File: config.mk
export PLATFORM = sky130hd
export DESIGN_NAME = bcd_seq_converter
export DESIGN_NICKNAME = d
export VERILOG_FILES = /design/src/rtl/bcd_pkg.sv /design/src/rtl/seg7_encode.sv /design/src/rtl/bcd_seq_converter.sv
export SDC_FILE = /design/constraint.sdc
export NUM_CORES = 1
export LEC_CHECK = 0
export BUFFER_PORTS_ARGS = -buffer_cell sky130_fd_sc_hd__buf_2
export CAP_MARGIN = 10
export CORE_UTILIZATION = 44
export DETAILED_ROUTE_END_ITERATION = 7
export PLACE_DENSITY_LB_ADDON = 0.25
export SLEW_MARGIN = 20
export SYNTH_ARGS = -nofsm -noshare
export SYNTH_HDL_FRONTEND = slang
export SYNTH_SLANG_ARGS = --single-unit
File: constraint.sdc
create_clock -name clk -period 2.8 [get_ports clk]
set_input_delay 0.14 -clock clk [delete_from_list [all_inputs] [get_ports clk]]
set_output_delay 0.14 -clock clk [all_outputs]
set_load 0.05 [all_outputs]
File: src/rtl/bcd_pkg.sv
`default_nettype none
// ============================================================================
// Module : bcd_pkg
// Brief  : Shared FSM encoding, segment patterns and sizing helper for the
//          sequential binary-to-BCD display converter.
// Rev    : 1.0 - initial release
// ============================================================================
package bcd_pkg;

    typedef logic [1:0] state_t;

    localparam state_t ST_IDLE  = 2'd0;
    localparam state_t ST_SHIFT = 2'd1;
    localparam state_t ST_DONE  = 2'd2;

    // Segment vectors are ordered bit6=g .. bit0=a, active-low.
    localparam logic [6:0] SEG_BLANK = 7'b111_1111;
    localparam logic [6:0] SEG_DASH  = 7'b011_1111;

    function automatic logic [6:0] seg_lut(input logic [3:0] digit);
        logic [6:0] w_seg;
        case (digit)
            4'd0:    w_seg = 7'b100_0000;
            4'd1:    w_seg = 7'b111_1001;
            4'd2:    w_seg = 7'b010_0100;
            4'd3:    w_seg = 7'b011_0000;
            4'd4:    w_seg = 7'b001_1001;
            4'd5:    w_seg = 7'b001_0010;
            4'd6:    w_seg = 7'b000_0010;
            4'd7:    w_seg = 7'b111_1000;
            4'd8:    w_seg = 7'b000_0000;
            4'd9:    w_seg = 7'b001_0000;
            default: w_seg = SEG_BLANK;
        endcase
        return w_seg;
    endfunction

    function automatic int cnt_width(input int width);
        return $clog2(width + 1);
    endfunction

endpackage
`default_nettype wire

File: src/rtl/seg7_encode.sv
`default_nettype none
// ============================================================================
// Module : seg7_encode
// Brief  : One BCD digit plus blank flag to active-low seven-segment pattern.
// Rev    : 1.0 - initial release
// ============================================================================
module seg7_encode
    import bcd_pkg::*;
(
    input  logic [3:0] i_digit,
    input  logic       i_blank,
    output logic [6:0] o_seg
);

    always_comb begin
        o_seg = i_blank ? SEG_BLANK : seg_lut(i_digit);
    end

endmodule
`default_nettype wire

File: src/rtl/bcd_seq_converter.sv
`default_nettype none
// ============================================================================
// Module : bcd_seq_converter
// Brief  : Double-dabble binary-to-BCD converter (one bit per clock) driving
//          DIGITS active-low seven-segment displays with blanking and overflow.
// Rev    : 1.0 - initial release
// ============================================================================
module bcd_seq_converter
    import bcd_pkg::*;
#(
    parameter int IN     = 10,
    parameter int DIGITS = 4,
    parameter int S      = 7,
    parameter int BLANK  = 1
) (
    input  logic                  clk,
    input  logic                  rst,
    input  logic                  start,
    input  logic [IN-1:0]         bin,
    output logic                  busy,
    output logic                  done,
    output logic                  ovf,
    output logic [4*DIGITS-1:0]   bcd,
    output logic [S*DIGITS-1:0]   hex
);

    localparam int CW = cnt_width(IN);
    localparam int BW = 4 * DIGITS;

    state_t                  r_state;
    state_t                  w_state_nxt;
    logic [IN-1:0]           r_shreg;
    logic [BW-1:0]           r_scratch;
    logic [BW-1:0]           w_adj;
    logic                    r_ovf_s;
    logic [CW-1:0]           r_cnt;
    logic                    r_busy;
    logic                    r_done;
    logic                    r_ovf;
    logic [BW-1:0]           r_bcd;
    logic [S*DIGITS-1:0]     r_hex;
    logic [S*DIGITS-1:0]     w_hex;
    logic [DIGITS-1:0]       w_lead;
    logic [DIGITS-1:0]       w_blank;
    logic                    w_run;
    logic [DIGITS-1:0][6:0]  w_seg;

    always_ff @(posedge clk or posedge rst) begin
        if (rst) begin
            r_state <= ST_IDLE;
        end else begin
            r_state <= w_state_nxt;
        end
    end

    always_comb begin
        w_state_nxt = r_state;
        case (r_state)
            ST_IDLE:  if (start) w_state_nxt = ST_SHIFT;
            ST_SHIFT: if (r_cnt == CW'(1)) w_state_nxt = ST_DONE;
            ST_DONE:  w_state_nxt = ST_IDLE;
            default:  w_state_nxt = ST_IDLE;
        endcase
    end

    // Add-3 correction applied to every nibble before the shift.
    always_comb begin
        w_adj = r_scratch;
        for (int k = 0; k < DIGITS; k++) begin
            if (r_scratch[4*k +: 4] >= 4'd5) begin
                w_adj[4*k +: 4] = r_scratch[4*k +: 4] + 4'd3;
            end
        end
    end

    always_ff @(posedge clk or posedge rst) begin
        if (rst) begin
            r_shreg   <= '0;
            r_scratch <= '0;
            r_ovf_s   <= 1'b0;
            r_cnt     <= '0;
            r_busy    <= 1'b0;
            r_done    <= 1'b0;
            r_ovf     <= 1'b0;
            r_bcd     <= '0;
            r_hex     <= '1;
        end else begin
            r_done <= 1'b0;
            case (r_state)
                ST_IDLE: begin
                    if (start) begin
                        r_shreg   <= bin;
                        r_scratch <= '0;
                        r_ovf_s   <= 1'b0;
                        r_cnt     <= CW'(IN);
                        r_busy    <= 1'b1;
                    end
                end
                ST_SHIFT: begin
                    r_scratch <= {w_adj[BW-2:0], r_shreg[IN-1]};
                    r_shreg   <= r_shreg << 1;
                    r_ovf_s   <= r_ovf_s | w_adj[BW-1];
                    r_cnt     <= r_cnt - CW'(1);
                    if (r_cnt == CW'(1)) begin
                        r_busy <= 1'b0;
                    end
                end
                ST_DONE: begin
                    r_bcd  <= r_scratch;
                    r_ovf  <= r_ovf_s;
                    r_hex  <= w_hex;
                    r_done <= 1'b1;
                end
                default: begin
                    r_busy <= 1'b0;
                end
            endcase
        end
    end

    // A digit above the units is a leading zero when it and everything above it is zero.
    always_comb begin
        w_lead = '0;
        w_run  = 1'b1;
        for (int k = DIGITS - 1; k >= 1; k--) begin
            w_run     = w_run & (r_scratch[4*k +: 4] == 4'd0);
            w_lead[k] = w_run;
        end
        w_blank = (BLANK != 0) ? w_lead : '0;
    end

    for (genvar k = 0; k < DIGITS; k++) begin : g_digit
        seg7_encode u_seg (
            .i_digit (r_scratch[4*k +: 4]),
            .i_blank (w_blank[k]),
            .o_seg   (w_seg[k])
        );
    end

    always_comb begin
        w_hex = '1;
        for (int k = 0; k < DIGITS; k++) begin
            w_hex[S*k +: 7] = r_ovf_s ? SEG_DASH : w_seg[k];
        end
    end

    assign busy = r_busy;
    assign done = r_done;
    assign ovf  = r_ovf;
    assign bcd  = r_bcd;
    assign hex  = r_hex;

endmodule
`default_nettype wire

==> metrics.txt, run 1 <==
# TYPE chip_impl_metric gauge
chip_impl_metric{name="yosysWarnings",unit=""} 0
chip_impl_info{name="tritoncts",value="built"} 1
chip_impl_metric{name="power_switching_share",unit="%"} 47.8
chip_impl_metric{name="die-height",unit="µm"} 99.5
chip_impl_metric{name="combinationalPowerShare",unit="%"} 49.6
chip_impl_info{name="grt_setup_unrepaired",value="false"} 1
chip_impl_metric{name="finalWeightedCongestion",unit=""} 0.860
chip_impl_metric{name="gr-total-overflow",unit=""} 0
chip_impl_metric{name="routed-via-count",unit=""} 3267
chip_impl_metric{name="final_min_period_over_clock_period",unit="%"} 67.9
chip_impl_metric{name="ctsLongestPathBuffers",unit=""} 2
chip_impl_metric{name="worstSkewPairLatency",unit="ns"} 0.35
chip_impl_metric{name="final.fill_count",unit=""} 864
chip_impl_metric{name="setup_viol",unit=""} 0
chip_impl_info{name="ys_dominant_reg_cell",value="sky130_fd_sc_hd__dfrtp_1"} 1
chip_impl_metric{name="cts_buffers",unit=""} 9
chip_impl_metric{name="synthesis.nets",unit=""} 478
chip_impl_metric{name="postCtsSetupBuffers",unit=""} 0
chip_impl_metric{name="drt_first_iter_violations",unit=""} 224
chip_impl_metric{name="post_route_cells_drive_above_1_share",unit="%"} 24.8
chip_impl_info{name="status",value="completed"} 1
chip_impl_metric{name="placementRows",unit=""} 35
chip_impl_info{name="critPathCaptureType",value="flop"} 1
chip_impl_metric{name="synth.yosys.seq_area_share",unit="%"} 48.7
chip_impl_info{name="commonest_cells_in_the_netlist",value="sky130_fd_sc_hd__nand2_1 (65), sky130_fd_sc_hd__dfrtp_1 (52), sky130_fd_sc_hd__o21ai_0 (51)"} 1
chip_impl_metric{name="layout-area-overhead-vs-synth",unit="%"} 14.2
chip_impl_metric{name="boundaryPins",unit=""} 60
chip_impl_metric{name="core_area",unit="µm²"} 9240
chip_impl_metric{name="finish.net_count",unit=""} 526
chip_impl_metric{name="ir_drop_worst_vdd",unit="µV"} 719
chip_impl_metric{name="chipWidth",unit="µm"} 99.5
chip_impl_metric{name="final_hold_viol_count",unit=""} 0
chip_impl_metric{name="clock_power_share",unit="%"} 14.9
chip_impl_metric{name="period_minus_slack",unit="ns"} 1.90
chip_impl_metric{name="detail_route.wirelength",unit="µm"} 9160
chip_impl_metric{name="grt_max_degree",unit=""} 35
chip_impl_metric{name="multiInputGateArea",unit="µm²"} 1920
chip_impl_metric{name="holdBufCountCts",unit=""} 1
chip_impl_metric{name="setup-tns-final",unit="ns"} 0
chip_impl_metric{name="clock_sinks",unit=""} 80
chip_impl_info{name="critical_path.startpoint_type",value="flop"} 1
chip_impl_metric{name="finalClockSkew",unit="ns"} 0.0115
chip_impl_metric{name="first_global_vias",unit=""} 3157
chip_impl_info{name="post-synth-top-count-cell",value="sky130_fd_sc_hd__nand2_1"} 1
chip_impl_metric{name="critical_path_required",unit="ns"} 3.08
chip_impl_metric{name="netlist_area",unit="µm²"} 4180
chip_impl_metric{name="drt_pass1_iterations",unit=""} 5
chip_impl_metric{name="antenna_cells_inserted",unit=""} 0
chip_impl_metric{name="drtAntennaViolNets",unit=""} 0
chip_impl_metric{name="syn-mean-instance-area",unit="µm²"} 9.44
chip_impl_metric{name="post_detailed_route_via_to_cell_ratio",unit=""} 5.23
chip_impl_metric{name="ff_latch_area",unit="µm²"} 2040
chip_impl_metric{name="worstPathMaxFanout",unit=""} 7
chip_impl_metric{name="timing.fmax",unit="MHz"} 526
chip_impl_metric{name="die_area",unit="µm²"} 9900
chip_impl_metric{name="synth_enable_flop_cells",unit=""} 0
chip_impl_metric{name="asyncSetResetFlopFracSynth",unit="%"} 100
chip_impl_metric{name="yosysTopAreaCellShare",unit="%"} 31.1
chip_impl_metric{name="drv_cap",unit=""} 0
chip_impl_metric{name="stdcell_area",unit="µm²"} 4780
chip_impl_metric{name="maxSlewHeadroom",unit="%"} 47.8
chip_impl_metric{name="wire_length_of_the_first_global_routing_pass",unit="µm"} 15600
chip_impl_metric{name="detail_route.wl_per_cell",unit="µm"} 14.7
chip_impl_metric{name="total_switching_power",unit="mW"} 3.06
chip_impl_metric{name="netlist_instances",unit=""} 443
chip_impl_metric{name="static-leakage-power",unit="nW"} 2.20
chip_impl_info{name="cts-root-buf",value="sky130_fd_sc_hd__clkbuf_8"} 1
chip_impl_metric{name="htree_levels",unit=""} 3
chip_impl_metric{name="placed_cell_area",unit="µm²"} 4550
chip_impl_metric{name="internal_power",unit="mW"} 3.34
chip_impl_metric{name="cts.repair.resized",unit=""} 0
chip_impl_metric{name="clkTransAtPathRegs",unit="ns"} 0.09
chip_impl_metric{name="worst_pin_slew",unit="ns"} 0.782
chip_impl_info{name="critical_path_class",value="reg2reg"} 1
chip_impl_metric{name="part_of_the_power_in_registers",unit="%"} 35.5
chip_impl_metric{name="start_util",unit="%"} 45.3
chip_impl_metric{name="cellPowerDensity",unit="nW/µm²"} 1340
chip_impl_metric{name="synth.distinct_cells",unit=""} 48
chip_impl_info{name="synth_top_cells_by_area",value="sky130_fd_sc_hd__dfrtp_1 (31%), sky130_fd_sc_hd__dfstp_2 (18%), sky130_fd_sc_hd__ha_1 (6.6%)"} 1
chip_impl_metric{name="register_bit_total_from_synthesis",unit=""} 80
chip_impl_metric{name="count_of_input_and_output_buffers",unit=""} 59
chip_impl_info{name="min_path_type",value="in2reg"} 1
chip_impl_info{name="yosys.area.top_type",value="sky130_fd_sc_hd__dfrtp_1"} 1
chip_impl_metric{name="arrival",unit="ns"} 2.18
chip_impl_metric{name="grt_use_total",unit="%"} 20.1
chip_impl_metric{name="dpl_hpwl",unit="µm"} 6300
chip_impl_metric{name="route.detailed.drc",unit=""} 0
chip_impl_metric{name="maxSlewViolCount",unit=""} 0
chip_impl_metric{name="antenna_found_initial",unit=""} 0
per-layer routing:
metal	track usage (%)	share of wire, %	vias up
li1	-	-	1619
met1	28.7	50	1550
met2	30.6	44	84
met3	2.67	4.0	14
met4	8.94	2.0	0
met5	0	0	-
worst max-delay path, cell delays in order, from the launching register on:
cell	delay (ns)
sky130_fd_sc_hd__dfrtp_1	0.43
sky130_fd_sc_hd__inv_1	0.19
sky130_fd_sc_hd__ha_1	0.33
sky130_fd_sc_hd__and4bb_4	0.34
sky130_fd_sc_hd__nand4_1	0.17
sky130_fd_sc_hd__nor2b_1	0.20
sky130_fd_sc_hd__a31oi_1	0.18
power groups by stage:
stage | registers (mW) | logic, mW | clock network [mW]
2_1_floorplan | 2.90 | 1.89 | 0
3_5_place_dp | 2.29 | 3.17 | 0
5_1_grt | 2.37 | 3.50 | 1.02
6_report | 2.27 | 3.17 | 0.955
3_3_place_gp | 2.28 | 3.14 | 0
4_1_cts | 2.27 | 3.19 | 0.974
stage by stage:
step                      total power, mW  cells  hold WS [ns]  setup slack [ns]  utilization [%]
final                                6.40    625         0.199             0.899             51.7
after global routing                 6.89    625         0.193             0.726             51.7
after CTS                            6.43    625         0.181             0.935             51.7
after detailed placement             5.46    608         0.233             0.939             49.2
after global placement               5.42    608         0.231              1.02             49.2
after floorplan                      4.79    443         0.332             0.655                -
worst paths after layout:
| kind | from | end | slack, ns | depth (start not counted) |
|---|---|---|---|---|
| worst min-delay path | bin[0] | r_shreg[0] | 0.20 | 4 |
| min in group asynchronous | rst | r_shreg[4] | 0.38 | 3 |
| worst min register to register | bcd[11] | bcd[11] | 0.47 | 2 |
| max in group asynchronous | rst | hex[25] | 1.62 | 4 |
| worst max register to register | r_scratch[13] | hex[11] | 0.90 | 6 |
| worst max-delay path | r_scratch[13] | hex[11] | 0.90 | 6 |
sequential cells by signal, summed over array words and instances (netlist names):
register,count
r_scratch,16
hex,28
bcd,16
done,1
r_cnt,4
ovf,1
r_shreg,10
busy,1
r_state,2
r_ovf_s,1
kinds of logic (layout without fill, tap and decap cells):
| logic type | count (synthesis) | after routing | synth area share (%) |
|---|---|---|---|
| AOI/OAI and AO/OA | 136 | 136 | 19.7 |
| and+or+nand+nor | 133 | 133 | 14.8 |
| DFF | 80 | 80 | 48.7 |
| buffers and inverters | 52 | 105 | 5.65 |
| adders and majority gates | 22 | 22 | 6.58 |
| muxes | 11 | 11 | 2.72 |
| xor gates and xnor gates | 9 | 9 | 1.88 |
area by class of cell:
type | count | share of cell area [%]
Timing Repair Buffer | 67 | 7.49
Sequential cell | 80 | 42.6
Tap cell | 129 | 3.38
Multi-Input combinational cell | 311 | 40.1
Clock buffer | 11 | 2.96
Inverter | 22 | 1.75
Clock inverter | 5 | 1.68
cells in the final DEF (no fill, tap or decap), types with 4 or more instances in the layout:
master	Yosys	routed
sky130_fd_sc_hd__nand3_1	5	5
sky130_fd_sc_hd__nor2_1	27	27
sky130_fd_sc_hd__buf_2	12	59
sky130_fd_sc_hd__nor3_1	6	6
sky130_fd_sc_hd__a22o_1	7	7
sky130_fd_sc_hd__o21ai_1	6	6
sky130_fd_sc_hd__nand2_1	65	65
sky130_fd_sc_hd__dfstp_2	28	28
sky130_fd_sc_hd__dfrtp_1	52	52
sky130_fd_sc_hd__a21oi_1	33	33
sky130_fd_sc_hd__ha_1	22	22
sky130_fd_sc_hd__xnor2_1	7	7
sky130_fd_sc_hd__o22a_1	4	4
sky130_fd_sc_hd__nand2b_1	7	6
sky130_fd_sc_hd__a31oi_1	8	8
sky130_fd_sc_hd__nor2b_1	4	4
sky130_fd_sc_hd__inv_1	20	19
sky130_fd_sc_hd__clkbuf_8	0	10
sky130_fd_sc_hd__buf_4	3	7
sky130_fd_sc_hd__o21ai_0	51	51
sky130_fd_sc_hd__nor3b_1	11	11
sky130_fd_sc_hd__o211ai_1	5	5
sky130_fd_sc_hd__mux2i_1	8	8
Power figures use the tool's default switching activity.
==> inputs of run 2 (changes only) <==
- clock period: 2.8 -> 1.6 ns (I/O delays scaled with it)
==> run 2 against run 1 <==
Setup slack lost 0.83 ns. Clock power grew 54%. Register-to-register slack lost 0.83 ns. Clock skew shrank 0.0023 ns. Utilization grew 4.4 points. Clock-buffer cell count shrank 1. Routed wire length grew 2.8%. Combinational power grew 110%. Sequential share of layout area shrank 3.3 points.
==> metrics.txt, run 2 (synthesis gave the netlist of run 1 again) <==
# TYPE chip_impl_metric gauge
chip_impl_info{name="status",value="completed"} 1
chip_impl_metric{name="globalRouteMet2Util",unit="%"} 31.4
chip_impl_info{name="cts-root-buf",value="sky130_fd_sc_hd__clkbuf_8"} 1
chip_impl_info{name="tritoncts",value="built"} 1
chip_impl_metric{name="grt_max_degree",unit=""} 42
chip_impl_metric{name="worst-path-buf-inv",unit=""} 1
chip_impl_metric{name="critical_path.max_stage_delay",unit="ns"} 0.40
chip_impl_metric{name="largest_register_ffs",unit=""} 28
chip_impl_info{name="grt_setup_unrepaired",value="true"} 1
chip_impl_metric{name="post_detailed_route_via_to_cell_ratio",unit=""} 5.16
chip_impl_metric{name="grt_util_met3",unit="%"} 3.65
chip_impl_metric{name="finish.utilization",unit="%"} 56.1
chip_impl_metric{name="dpl_hpwl",unit="µm"} 6700
chip_impl_metric{name="arrival",unit="ns"} 1.82
chip_impl_metric{name="finalClockSkew",unit="ns"} 0.00921
chip_impl_metric{name="setup_viol",unit=""} 0
chip_impl_metric{name="worstPathMaxFanout",unit=""} 5
chip_impl_metric{name="placementRows",unit=""} 35
chip_impl_info{name="critical_path.startpoint_type",value="flop"} 1
chip_impl_info{name="critical_path_class",value="reg2reg"} 1
chip_impl_metric{name="wire_length_of_the_first_global_routing_pass",unit="µm"} 16200
chip_impl_metric{name="grt_use_total",unit="%"} 20.8
chip_impl_metric{name="first_global_vias",unit=""} 3333
chip_impl_metric{name="drtAntennaViolNets",unit=""} 0
chip_impl_metric{name="start_util",unit="%"} 45.3
chip_impl_metric{name="drv_cap",unit=""} 0
chip_impl_metric{name="boundaryPins",unit=""} 60
chip_impl_metric{name="layout-area-overhead-vs-synth",unit="%"} 23.9
chip_impl_metric{name="finish.net_count",unit=""} 566
chip_impl_metric{name="worstSkewPairLatency",unit="ns"} 0.35
chip_impl_metric{name="grt_use_met1",unit="%"} 30.1
chip_impl_info{name="most_common_cell_after_layout_fill_and_taps_aside",value="sky130_fd_sc_hd__nand2_1"} 1
chip_impl_metric{name="drt_pass1_iterations",unit=""} 4
chip_impl_metric{name="gr-total-overflow",unit=""} 0
chip_impl_metric{name="clkTransAtPathRegs",unit="ns"} 0.09
chip_impl_metric{name="chipWidth",unit="µm"} 99.5
chip_impl_metric{name="ir_drop_worst_vdd",unit="µV"} 723
chip_impl_metric{name="cts_buffers",unit=""} 9
chip_impl_metric{name="die_area",unit="µm²"} 9900
chip_impl_metric{name="ctsLongestPathBuffers",unit=""} 2
chip_impl_metric{name="cellPowerDensity",unit="nW/µm²"} 2300
chip_impl_metric{name="static-leakage-power",unit="nW"} 2.42
chip_impl_metric{name="critical_path_required",unit="ns"} 1.88
chip_impl_metric{name="final_min_period_over_clock_period",unit="%"} 95.8
chip_impl_info{name="final_cell_mix",value="sky130_fd_sc_hd__nand2_1 (65), sky130_fd_sc_hd__buf_2 (59), sky130_fd_sc_hd__dfrtp_1 (52)"} 1
chip_impl_metric{name="maxSlewHeadroom",unit="%"} 60.2
chip_impl_metric{name="worst_pin_slew",unit="ns"} 0.596
chip_impl_metric{name="maxSlewViolCount",unit=""} 0
chip_impl_metric{name="detail_route.wirelength",unit="µm"} 9410
chip_impl_metric{name="core_area",unit="µm²"} 9240
chip_impl_metric{name="final.fill_count",unit=""} 812
chip_impl_metric{name="finalWeightedCongestion",unit=""} 0.865
chip_impl_metric{name="timing.fmax",unit="MHz"} 652
chip_impl_metric{name="routed-via-count",unit=""} 3434
chip_impl_metric{name="clock_sinks",unit=""} 80
chip_impl_metric{name="htree_levels",unit=""} 3
chip_impl_info{name="critPathCaptureType",value="flop"} 1
chip_impl_metric{name="count_of_input_and_output_buffers",unit=""} 59
chip_impl_metric{name="fin_total_pwr",unit="mW"} 11.9
chip_impl_metric{name="die-height",unit="µm"} 99.5
chip_impl_metric{name="antenna_found_initial",unit=""} 0
chip_impl_metric{name="period_minus_slack",unit="ns"} 1.53
chip_impl_info{name="critPathSlowestCell",value="sky130_fd_sc_hd__dfrtp_1"} 1
chip_impl_info{name="worst_path_dominant_cell_family",value="simple AND/OR/NAND/NOR gates"} 1
chip_impl_metric{name="drt_first_iter_violations",unit=""} 120
chip_impl_metric{name="detail_route.wl_per_cell",unit="µm"} 14.2
chip_impl_info{name="min_path_type",value="in2reg"} 1
chip_impl_metric{name="post_route_cells_drive_above_1_share",unit="%"} 33.8
chip_impl_metric{name="final_hold_viol_count",unit=""} 0
chip_impl_metric{name="route.detailed.drc",unit=""} 0
chip_impl_metric{name="antenna_cells_inserted",unit=""} 0
chip_impl_info{name="crit_path_cell_trace",value="inv_2 > ha_4 > and4bb_4 > nand4_1 > nor2b_4 > a31oi_1"} 1
chip_impl_info{name="gr-max-usage-layer",value="met2"} 1
run 2: what timing repair did:
| item | 4_1_cts | 5_1_grt |
|---|---|---|
| cloned | 0 | 0 |
| setup buffers | 3 | 0 |
| endpoints found under the hold margin | 13 | 0 |
| pin swaps | 1 | 5 |
| resized for setup | 1 | 19 |
| setup endpoints to repair | 12 | 25 |
| hold buffers | 1 | 0 |
run 2: per-stage QoR:
step	instance area, µm²	TNS [ns]	hold slack [ns]	worst slack [ns]	cells
4_1_cts	5120	0	0.107	0.0133	665
5_1_grt	5180	-0.0336	0.130	-0.0213	665
3_3_place_gp	4890	0	0.111	0.0443	645
6_report	5180	0	0.130	0.0673	665
2_1_floorplan	4190	0	0.272	0.0241	443
3_5_place_dp	4890	-0.0471	0.122	-0.0226	645
run 2: final cells by class:
cell class,count,area [µm²],area share (%)
Clock buffer,10,128,2.46
Clock inverter,6,60.1,1.16
Inverter,22,86.3,1.67
Multi-Input combinational cell,311,1990,38.4
Sequential cell,80,2040,39.3
Tap cell,129,161,3.11
Timing Repair Buffer,107,721,13.9
run 2: power by group:
part | internal (mW) | leakage (nW) | switching [mW]
combinational | 2.58 | 1.36 | 4.20
sequential | 3.02 | 0.959 | 0.644
clock | 0.714 | 0.0920 | 0.752
total | 6.32 | 2.42 | 5.60
run 2: final timing paths:
kind                          startpoint  cells after the start          to  slack [ns]
max                        r_scratch[12]                      6     hex[11]        0.07
min                                start                      3        busy        0.13
max reg2reg                r_scratch[12]                      6     hex[11]        0.07
min reg2reg                       bcd[7]                      2      bcd[7]        0.47
max in group asynchronous            rst                      4     hex[23]        0.70
min in group asynchronous            rst                      3  r_shreg[4]        0.27
run 2: tightest hold or removal path, cell delays in order:
cell and delay (ns):
sky130_fd_sc_hd__buf_2 0.12, sky130_fd_sc_hd__nand2b_1 0.14, sky130_fd_sc_hd__o21ai_0 0.10
run 2: metal layers:
layer  wire, µm  vias up  share of wire, %
met3        337       11               3.6
li1           -     1705                 -
met4        164        0               1.7
met2       4290       71                46
met1       4620     1647                49
met5          0        -                 0
